File: src/rtl/qpd_pkg.sv
// Shared types and constants for the quarter-period delay sequencer.
// Latency: n/a (declarations only).
// Backpressure: n/a.
package qpd_pkg;

    localparam int PCT_W    = 7;
    localparam int PCT_FULL = 100;

    typedef enum logic [2:0] {
        IDLE,
        CALC,
        ARM,
        DELAY,
        FIRE,
        WAIT_DONE
    } state_t;

    // A percentage is usable only in 1..PCT_FULL; 0 and anything above are rejected.
    function automatic logic pct_legal(input logic [PCT_W-1:0] pct);
        return (pct != '0) && (pct <= PCT_W'(PCT_FULL));
    endfunction

endpackage

File: src/rtl/qpd_delay_calc.sv
// Scales a quarter-period count by a percentage: delay = floor(qp * pct / 100).
// Latency: combinational; the caller registers the result.
// Backpressure: none.
module qpd_delay_calc
    import qpd_pkg::*;
#(
    parameter int QP_W = 8
) (
    input  logic [QP_W-1:0]  qp,
    input  logic [PCT_W-1:0] pct,
    output logic [QP_W-1:0]  delay
);

    // Full-width product so qp*pct never wraps; the quotient fits back in QP_W
    // because pct never exceeds 100.
    localparam int PROD_W = QP_W + PCT_W;
    localparam logic [PROD_W-1:0] DIVISOR = PROD_W'(PCT_FULL);

    logic [PROD_W-1:0] prod;

    assign prod  = PROD_W'(qp) * PROD_W'(pct);
    assign delay = QP_W'(prod / DIVISOR);

endmodule

File: src/rtl/qpd_sequencer.sv
// Quarter-period delay sequencer: accepts a percentage command, waits for a sync
// rising edge, fires trig_out after the scaled delay, then waits for meas_done.
// Latency: trig_out is high in the cycle after edge k+D+1 for a sync edge seen at edge k.
// Backpressure: cmd_ready is high only while idle; meas_done is bounded by TIMEOUT_CYCLES.
// Optional: define QPD_SEQ_REF_EN to follow each non-100 % run with a 100 % reference run.
module qpd_sequencer
    import qpd_pkg::*;
#(
    parameter int QP_W           = 8,
    parameter int TIMEOUT_CYCLES = 1000000
) (
    input  logic             sclock,
    input  logic             rst_n,
    input  logic             cmd_valid,
    output logic             cmd_ready,
    input  logic [PCT_W-1:0] cmd_pct,
    input  logic [QP_W-1:0]  qp_count,
    input  logic             sync,
    input  logic             meas_done,
    output logic             trig_out,
    output logic             busy,
    output logic             phase_ref,
    output logic             err
);

    localparam int TO_W = $clog2(TIMEOUT_CYCLES + 1);
    localparam logic [TO_W-1:0] TO_LAST = TO_W'(TIMEOUT_CYCLES - 1);

    state_t           state;
    logic [PCT_W-1:0] pct_q;
    logic [QP_W-1:0]  qp_q;
    logic [QP_W-1:0]  d_q;
    logic [QP_W-1:0]  d_calc;
    logic [QP_W-1:0]  dly_cnt;
    logic [TO_W-1:0]  to_cnt;
    logic             sync_q;
    logic             sync_rise;

    qpd_delay_calc #(
        .QP_W (QP_W)
    ) u_delay_calc (
        .qp    (qp_q),
        .pct   (pct_q),
        .delay (d_calc)
    );

    assign sync_rise = sync && !sync_q;

    // Previous-cycle copy of sync for rising-edge detection.
    always_ff @(posedge sclock or negedge rst_n) begin
        if (!rst_n) begin
            sync_q <= 1'b0;
        end else begin
            sync_q <= sync;
        end
    end

`ifdef QPD_SEQ_REF_EN
    logic ref_run;

    // Marks the automatic 100 % run; armed when a test run ends normally, cleared on
    // the end of the reference run or on any timeout.
    always_ff @(posedge sclock or negedge rst_n) begin
        if (!rst_n) begin
            ref_run <= 1'b0;
        end else if (state == WAIT_DONE) begin
            if (meas_done) begin
                ref_run <= !ref_run && (pct_q != PCT_W'(PCT_FULL));
            end else if (to_cnt == TO_LAST) begin
                ref_run <= 1'b0;
            end
        end
    end

    assign phase_ref = ref_run;
`else
    assign phase_ref = 1'b0;
`endif

    // Main sequencer; all outputs are registered alongside the state.
    always_ff @(posedge sclock or negedge rst_n) begin
        if (!rst_n) begin
            state     <= IDLE;
            cmd_ready <= 1'b0;
            busy      <= 1'b0;
            trig_out  <= 1'b0;
            err       <= 1'b0;
            pct_q     <= '0;
            qp_q      <= '0;
            d_q       <= '0;
            dly_cnt   <= '0;
            to_cnt    <= '0;
        end else begin
            trig_out <= 1'b0;
            err      <= 1'b0;
            case (state)
                IDLE: begin
                    cmd_ready <= 1'b1;
                    busy      <= 1'b0;
                    if (cmd_valid && cmd_ready) begin
                        if (pct_legal(cmd_pct)) begin
                            pct_q     <= cmd_pct;
                            qp_q      <= qp_count;
                            state     <= CALC;
                            cmd_ready <= 1'b0;
                            busy      <= 1'b1;
                        end else begin
                            err <= 1'b1;
                        end
                    end
                end
                CALC: begin
                    d_q   <= d_calc;
                    state <= ARM;
                end
                ARM: begin
                    if (sync_rise) begin
                        dly_cnt <= '0;
                        state   <= DELAY;
                    end
                end
                DELAY: begin
                    // Count starts on the edge after detection, so D=0 fires one edge later.
                    if (dly_cnt == d_q) begin
                        trig_out <= 1'b1;
                        state    <= FIRE;
                    end else begin
                        dly_cnt <= dly_cnt + 1'b1;
                    end
                end
                FIRE: begin
                    to_cnt <= '0;
                    state  <= WAIT_DONE;
                end
                WAIT_DONE: begin
                    // meas_done wins over a coincident timeout.
                    if (meas_done) begin
`ifdef QPD_SEQ_REF_EN
                        if (!ref_run && (pct_q != PCT_W'(PCT_FULL))) begin
                            pct_q <= PCT_W'(PCT_FULL);
                            state <= CALC;
                        end else begin
                            state     <= IDLE;
                            cmd_ready <= 1'b1;
                            busy      <= 1'b0;
                        end
`else
                        state     <= IDLE;
                        cmd_ready <= 1'b1;
                        busy      <= 1'b0;
`endif
                    end else if (to_cnt == TO_LAST) begin
                        err       <= 1'b1;
                        state     <= IDLE;
                        cmd_ready <= 1'b1;
                        busy      <= 1'b0;
                    end else begin
                        to_cnt <= to_cnt + 1'b1;
                    end
                end
                default: begin
                    state     <= IDLE;
                    cmd_ready <= 1'b0;
                    busy      <= 1'b0;
                end
            endcase
        end
    end

endmodule

File: config.mk
export PLATFORM = sky130hd
export DESIGN_NAME = qpd_sequencer
export DESIGN_NICKNAME = d
export VERILOG_FILES = /design/src/rtl/qpd_pkg.sv /design/src/rtl/qpd_delay_calc.sv /design/src/rtl/qpd_sequencer.sv
export SDC_FILE = /design/constraint.sdc
export NUM_CORES = 1
export LEC_CHECK = 0
export CORE_AREA = 2 2 140 142
export CTS_BUF_LIST = sky130_fd_sc_hd__clkbuf_8
export DETAILED_ROUTE_END_ITERATION = 7
export DIE_AREA = 0 0 142 144
export GPL_ROUTABILITY_DRIVEN = 1
export SETUP_SLACK_MARGIN = 0.05
export SLEW_MARGIN = 20
export SYNTH_ARGS = -nofsm -noshare
export SYNTH_HDL_FRONTEND = slang
export SYNTH_SLANG_ARGS = --single-unit
File: constraint.sdc
create_clock -name sclock -period 8.1 [get_ports sclock]
set_input_delay 1.215 -clock sclock [delete_from_list [all_inputs] [get_ports sclock]]
set_output_delay 1.215 -clock sclock [all_outputs]
set_load 0.02 [all_outputs]
After elaboration in Yosys (flattened, before gate mapping)
Index checks and enable logic that the tools add are counted.
{"block": "totals", "regBits": 59, "in_bits": 20, "out_inout_bits": 5, "elab_cells": 75}
{"block": "op_classes", "addsub": 2, "multipliers": 1, "n_div": 1, "order_cmp": 1, "eq_ne": 15, "n_mux": 29, "n_bitwise": 1, "reduce_logical": 14}
{"operator": "2-to-1 mux 20 bit", "count": 2}
{"operator": "case mux 20 bit (2 select lines)", "count": 1}
{"operator": "adder 20 x 1 -> 20 bit (second input constant)", "count": 1}
{"operator": "== test 20 bit (second input constant)", "count": 1}
{"operator": "2-to-1 mux 3 bit", "count": 6}
{"operator": "case mux 3 bit (6 select lines)", "count": 1}
{"operator": "2-to-1 mux 8 bit", "count": 2}
{"operator": "case mux 8 bit (2 select lines)", "count": 1}
{"operator": "divider 15 x 7 -> 15 bit (second input constant)", "count": 1}
{"operator": "multiplier 8 x 7 -> 15 bit", "count": 1}
{"operator": "inequality test 2 bit (second input constant)", "count": 7}
{"operator": "2-to-1 mux 1 bit", "count": 13}
{"operator": "AND reduction 3 bit", "count": 3}
{"operator": "adder 8 x 1 -> 8 bit (second input constant)", "count": 1}
{"operator": "== test 8 bit", "count": 1}
{"operator": "<= comparator 7 bit (second input constant)", "count": 1}
{"operator": "nonzero test 7 bit", "count": 1}
{"operator": "== test 3 x 2 -> 1 bit (second input constant)", "count": 2}
{"operator": "== test 3 bit (second input constant)", "count": 2}
{"operator": "case mux 1 bit (3 select lines)", "count": 2}
{"operator": "AND reduction 5 bit", "count": 1}
{"operator": "nonzero test 2 bit", "count": 2}
{"operator": "OR reduction 4 bit", "count": 1}
{"operator": "== test 3 x 1 -> 1 bit (second input constant)", "count": 1}
{"operator": "other kinds (7)", "count": 9}

Depth between registers and ports, before layout
{"block": "logic_depth", "word_depth": 5, "mapped_depth": 35, "depth_no_buf": 32}

Hierarchy
From an unflattened synthesis, not the netlist that was laid out.
{"block": "unflattened", "cells_unflattened": 745, "area_unflattened_um2": 6507.5}
{"module": "qpd_delay_calc", "n_inst": 1, "cells_per_inst": 461, "area_each_um2": 3559.7}
{"module": "qpd_sequencer", "n_inst": 1, "cells_per_inst": 284, "area_each_um2": 2947.8}

Worst setup path before layout
No wires, ideal clock.
{"block": "synth_path", "path_type": "register to register", "startpoint": "reg pct_q[3]", "endpoint": "reg d_q[0]", "setup_time_ns": 0.120, "arrival_ns": 8.593, "path_slack_ns": -0.614, "path_stages_with_launch": 34, "period_less_slack_ns": 8.714, "path_cell_list": "dfrtp_1 > and2_1 > fa_1 > inv_1 > fa_1 > inv_1 > fa_1 > inv_1 > fa_1 > inv_1 > ha_1 > buf_6 > a21o_1 > or2_4 > o22ai_2 > mux2_2 > a211o_1 > a211oi_1 > a211oi_2 > a211oi_2 > o22ai_2 > a221oi_2 > a211oi_1 > and3_1 > o31ai_1 > a21boi_1 > or4b_4 > a2111oi_4 > o21ai_2 > maj3_2 > xor2_1 > mux2_4 > a32o_1 > a41o_1"}
{"block": "synth_via", "elab_chain_cells": 2}
{"element": "start, declared", "line_no": "qpd_sequencer.sv:30", "rtl": "logic [PCT_W-1:0] pct_q;"}
{"element": "start signal, assigned", "line_no": "qpd_sequencer.sv:102", "rtl": "pct_q <= cmd_pct;"}
{"element": "multiplier 8 x 7 -> 15 bit", "line_no": "qpd_delay_calc.sv:21", "rtl": "assign prod = PROD_W'(qp) * PROD_W'(pct);"}
{"element": "divider 15 x 7 -> 15 bit", "line_no": "qpd_delay_calc.sv:22", "rtl": "assign delay = QP_W'(prod / DIVISOR);"}
{"element": "end signal, assigned", "line_no": "qpd_sequencer.sv:113", "rtl": "d_q <= d_calc;"}
{"element": "end, declared", "line_no": "qpd_sequencer.sv:32", "rtl": "logic [QP_W-1:0] d_q;"}
No other way between the ends.
A chain may end at the register's enable or synchronous reset.

Worst setup path in the final report
{"block": "layout_path", "startpoint": "reg qp_q[3]", "endpoint": "reg d_q[0]"}
{"block": "layout_via", "elab_chain_cells": 2}
{"element": "start, declared", "line_no": "qpd_sequencer.sv:31", "rtl": "logic [QP_W-1:0] qp_q;"}
{"element": "start signal, assigned", "line_no": "qpd_sequencer.sv:103", "rtl": "qp_q <= qp_count;"}
{"element": "multiplier 8 x 7 -> 15 bit", "line_no": "qpd_delay_calc.sv:21"}
{"element": "divider 15 x 7 -> 15 bit", "line_no": "qpd_delay_calc.sv:22"}
No other way between the ends.

==> run_summary.xml <==
<?xml version="1.0" encoding="UTF-8"?>
<metrics>
  <group name="finish">
    <metric name="final_layout_size_suffix_gt1_frac" unit="">0.381</metric>
    <metric name="post-route-util" unit="">0.487</metric>
    <metric name="area_growth" unit="%">43.2</metric>
    <metric name="antenna_cells" unit="">0</metric>
    <metric name="n_fill_cell" unit="">1754</metric>
    <metric name="nNetsFinal" unit="">1015</metric>
    <metric name="layoutNonFillerInstCount" unit="">1174</metric>
  </group>
  <group name="floorplan">
    <metric name="fp.dieW" unit="um">142</metric>
    <metric name="fp.dieH" unit="um">144</metric>
    <metric name="floorplan.initialDensity" unit="">0.340</metric>
    <metric name="floorplan.core_area" unit="mm2">0.0191</metric>
    <metric name="die_area" unit="mm2">0.0204</metric>
    <metric name="io-pin-count" unit="">25</metric>
    <metric name="rows" unit="">51</metric>
  </group>
  <group name="setup_path">
    <metric name="worst_ep_arrival_time" unit="ns">8.99</metric>
    <metric name="critPathSlowestCell" unit="">sky130_fd_sc_hd__fa_2</metric>
    <metric name="cp.depth" unit="">33</metric>
    <metric name="worstSetupEndpoint" unit="">d_q[0]</metric>
    <metric name="r2r_cells" unit="">33</metric>
    <metric name="r2r-start" unit="">qp_q[3]</metric>
    <metric name="critPathLaunchType" unit="">flop</metric>
    <metric name="worst_path_dominant_cell_family" unit="">compound AO/OA/AOI/OAI gates</metric>
    <metric name="critPathRequiredTime" unit="ns">8.33</metric>
    <metric name="r2r_setup_slack" unit="ns">-0.66</metric>
    <metric name="critPathCaptureType" unit="">flop</metric>
    <metric name="critical_path_class" unit="">reg -&gt; reg</metric>
    <metric name="slowest_delay" unit="ns">0.53</metric>
    <metric name="critPathLaunch" unit="">qp_q[3]</metric>
    <metric name="cp_max_fo" unit="">5</metric>
    <metric name="crit_buf_inv" unit="">5</metric>
    <metric name="worstReg2RegEnd" unit="">d_q[0]</metric>
  </group>
  <group name="placement">
    <metric name="dp_slack" unit="ns">-0.618</metric>
    <metric name="number_of_placed_cells_counting_well_taps" unit="">1133</metric>
    <metric name="place.gp.congestion" unit="">0.920</metric>
    <metric name="dpl.hpwl" unit="um">13000</metric>
    <metric name="numPortBuffers" unit="">23</metric>
  </group>
  <group name="hold_path">
    <metric name="timing.hold.worst.class" unit="">reg -&gt; reg</metric>
  </group>
  <group name="sta">
    <metric name="rsz0062_at_grt" unit="">true</metric>
    <metric name="timing.hold.ws" unit="ns">0.506</metric>
    <metric name="tightestPinTransition" unit="ns">1.07</metric>
    <metric name="final_max_slew_viol_count" unit="">0</metric>
    <metric name="share_of_the_clock_period_used_by_the_worst_path" unit="">1.08</metric>
    <metric name="final_setup_violations" unit="">2</metric>
    <metric name="slew_headroom" unit="">0.286</metric>
    <metric name="max_freq" unit="GHz">0.114</metric>
    <metric name="finalHoldViolCount" unit="">0</metric>
    <metric name="fin_skew" unit="ns">0.0114</metric>
    <metric name="layout_min_cycle_time" unit="ns">8.76</metric>
    <metric name="worst_slack" unit="ns">-0.659</metric>
  </group>
  <group name="logic_synthesis">
    <metric name="yosysUniqueCellTypes" unit="">95</metric>
    <metric name="synth.ff_latch_count" unit="">59</metric>
    <metric name="synthesis.nets" unit="">805</metric>
    <metric name="yosysWarnings" unit="">0</metric>
    <metric name="seq_area_frac_synth" unit="">0.227</metric>
    <metric name="netlist_area" unit="mm2">0.00649</metric>
    <metric name="synth.avg_cell_area" unit="um2">9.00</metric>
    <metric name="synthArstFlopShare" unit="">1.00</metric>
    <metric name="syn_inst" unit="">721</metric>
    <metric name="post_synth_edffs" unit="">0</metric>
    <metric name="synth_flop_cell" unit="">sky130_fd_sc_hd__dfrtp_1</metric>
  </group>
  <group name="clock_tree">
    <metric name="number_of_h_tree_levels" unit="">3</metric>
    <metric name="clock_latency" unit="ns">0.34</metric>
    <metric name="clock_sink_count" unit="">59</metric>
    <metric name="hold_buffers" unit="">0</metric>
    <metric name="worst_setup_hold_path_clk_slew" unit="ns">0.07</metric>
    <metric name="root_buffer" unit="">sky130_fd_sc_hd__clkbuf_8</metric>
    <metric name="clock_path_buffers" unit="">2</metric>
    <metric name="cts_made_buffers" unit="">9</metric>
    <metric name="cts_tree" unit="">yes</metric>
  </group>
  <group name="drt">
    <metric name="initial_drc_count" unit="">327</metric>
    <metric name="num_vias" unit="">6145</metric>
    <metric name="route.detailed.drc" unit="">0</metric>
    <metric name="drt.antenna.violating_nets" unit="">0</metric>
    <metric name="viasPerCell" unit="">5.23</metric>
    <metric name="drt_pre_antenna_iters" unit="">4</metric>
    <metric name="post_drt_wl_per_cell" unit="um">14.6</metric>
    <metric name="totalWireLength" unit="um">17100</metric>
  </group>
  <group name="global_route">
    <metric name="wire_length_of_the_first_global_routing_pass" unit="um">28800</metric>
    <metric name="grt_start_max_net_pins" unit="">58</metric>
    <metric name="antenna_found_initial" unit="">0</metric>
    <metric name="grt_overflow" unit="">0</metric>
    <metric name="groute.usage.overall" unit="">0.168</metric>
    <metric name="number_of_global_route_vias_before_repair" unit="">6165</metric>
  </group>
  <group name="flow_run">
    <metric name="max_cap_viol_count" unit="">0</metric>
  </group>
  <group name="run_status">
    <metric name="run_status" unit="">complete, but fails checks</metric>
    <metric name="violations_in_the_final_reports" unit="">negative setup slack</metric>
  </group>
</metrics>
[worst min path at each step]
stage	endpoint	startpoint	cells past startpoint
floorplan	d_q[1]	d_q[1]	2
global placement	d_q[2]	d_q[2]	2
detailed placement	d_q[5]	d_q[5]	2
CTS	d_q[5]	d_q[5]	2
global route	d_q[2]	d_q[2]	2
finish	d_q[5]	d_q[5]	2
[final cells by class]
cell class              count  area, um2  share of cell area
inverters                  31        116              0.0125
multi-input cells         614       5430               0.584
well taps                 238        298              0.0320
clock buffers              10        138              0.0148
flip-flops and latches     59       1480               0.160
clock inverters             6        111              0.0120
repair buffers            216       1710               0.184
[routing by layer]
layer	vias to the layer above	part of all wire	track usage	wire length (um)
met3	22	0.025	0.0185	435
li1	3072	-	-	-
met4	0	0.021	0.0421	365
met5	-	0	0	0
met1	2958	0.48	0.228	8150
met2	93	0.48	0.287	8160
[flip-flops by register name, summed over array words and instances, names as in the netlist]
register and cells:
pct_q 7, state 3, dly_cnt 8, to_cnt 20, qp_q 8, err 1, d_q 8, cmd_ready 1
sync_q 1, trig_out 1, busy 1
[kinds of logic after synthesis]
group / Yosys count / synth area share
multiplexers: 20 / 0.0349
other: 1 / 0.000578
AND/OR/NAND/NOR: 277 / 0.220
flip-flops: 59 / 0.227
adder cells (fa/ha/maj): 67 / 0.162
AO/OA/AOI/OAI: 196 / 0.250
XOR/XNOR: 53 / 0.0727
buffers and inverters: 48 / 0.0322
[what timing repair did]
action,in CTS,in global routing
pin swaps,23,41
endpoints found under the setup margin,2,3
resized for setup,43,39
buffers inserted,11,18
[cells in the final DEF (no fill, tap or decap), drive strengths merged, types with 5 or more instances in the layout]
cell           instances
clkbuf                10
or2                    6
ha                    35
nand3                 21
nand2b                 5
xor2                  34
clkdlybuf4s50         22
mux2                  18
o211ai                 9
a211o                  5
fa                    29
a2111oi                7
xnor2                 19
a21oi                 35
nand4                  8
o21ai                 39
a21o                  12
o31ai                  6
and2                  55
nor4                   5
and3                  10
a211oi                15
nor2b                  6
a31oi                  6
o22ai                  8
o211a                  6
nor3                  24
nand2                 55
or3                    9
dfrtp                 59
a221oi                 5
nor2                  64
buf                  194
inv                   32
[Yosys cell counts, types with 3 or more instances]
cell	count	area, um2
sky130_fd_sc_hd__mux2_2	17	191
sky130_fd_sc_hd__and3_1	10	62.6
sky130_fd_sc_hd__o211ai_2	4	50.1
sky130_fd_sc_hd__a21o_1	12	90.1
sky130_fd_sc_hd__nor4_1	5	31.3
sky130_fd_sc_hd__a211o_1	5	43.8
sky130_fd_sc_hd__buf_6	3	33.8
sky130_fd_sc_hd__nand4_1	8	50.1
sky130_fd_sc_hd__o211a_1	5	50.1
sky130_fd_sc_hd__o22ai_1	6	37.5
sky130_fd_sc_hd__a31oi_1	5	31.3
sky130_fd_sc_hd__fa_1	29	581
sky130_fd_sc_hd__o211ai_1	5	37.5
sky130_fd_sc_hd__nor2b_1	6	37.5
sky130_fd_sc_hd__nand2b_1	5	31.3
sky130_fd_sc_hd__o221ai_1	4	35.0
sky130_fd_sc_hd__nand2_1	53	199
sky130_fd_sc_hd__inv_1	31	116
sky130_fd_sc_hd__maj3_2	3	33.8
sky130_fd_sc_hd__nand3_1	20	100
sky130_fd_sc_hd__nor2_1	63	236
sky130_fd_sc_hd__nor3_1	23	115
sky130_fd_sc_hd__a221oi_2	4	60.1
sky130_fd_sc_hd__dfrtp_1	59	1480
sky130_fd_sc_hd__ha_1	35	438
sky130_fd_sc_hd__clkbuf_1	9	33.8
sky130_fd_sc_hd__a2111oi_4	3	82.6
sky130_fd_sc_hd__or3_1	9	56.3
sky130_fd_sc_hd__o21ai_1	5	25.0
sky130_fd_sc_hd__o21ai_0	32	160
sky130_fd_sc_hd__and2_1	55	344
sky130_fd_sc_hd__a21oi_1	31	155
sky130_fd_sc_hd__xor2_1	33	289
sky130_fd_sc_hd__o21a_1	3	22.5
sky130_fd_sc_hd__nor3b_1	3	22.5
sky130_fd_sc_hd__a211oi_2	6	75.1
sky130_fd_sc_hd__o31ai_1	3	22.5
sky130_fd_sc_hd__a211oi_1	8	60.1
sky130_fd_sc_hd__a311oi_1	3	26.3
sky130_fd_sc_hd__xnor2_1	19	166
sky130_fd_sc_hd__o2111ai_1	4	35.0
[worst reg2reg max path, delay by kind of cell (launching register included)]
family                   cells  cell delay, ns
flip-flops                   1            0.42
adder cells (fa/ha/maj)      6            2.51
AO/OA/AOI/OAI               15            3.40
XOR/XNOR                     1            0.19
multiplexers                 2            0.67
buffers and inverters        5            0.33
AND/OR/NAND/NOR              4            1.14
[through the flow]
stage | setup TNS, ns | instance area (um2)
after floorplan | -0.287 | 6700
after global placement | -1.07 | 8400
after detailed placement | -1.07 | 8400
after CTS | -0.884 | 8960
after global routing | -1.62 | 9290
final | -1.06 | 9290
Power is not shown: default switching activity piles up to over one toggle a cycle in this logic, so the estimate is an artifact.
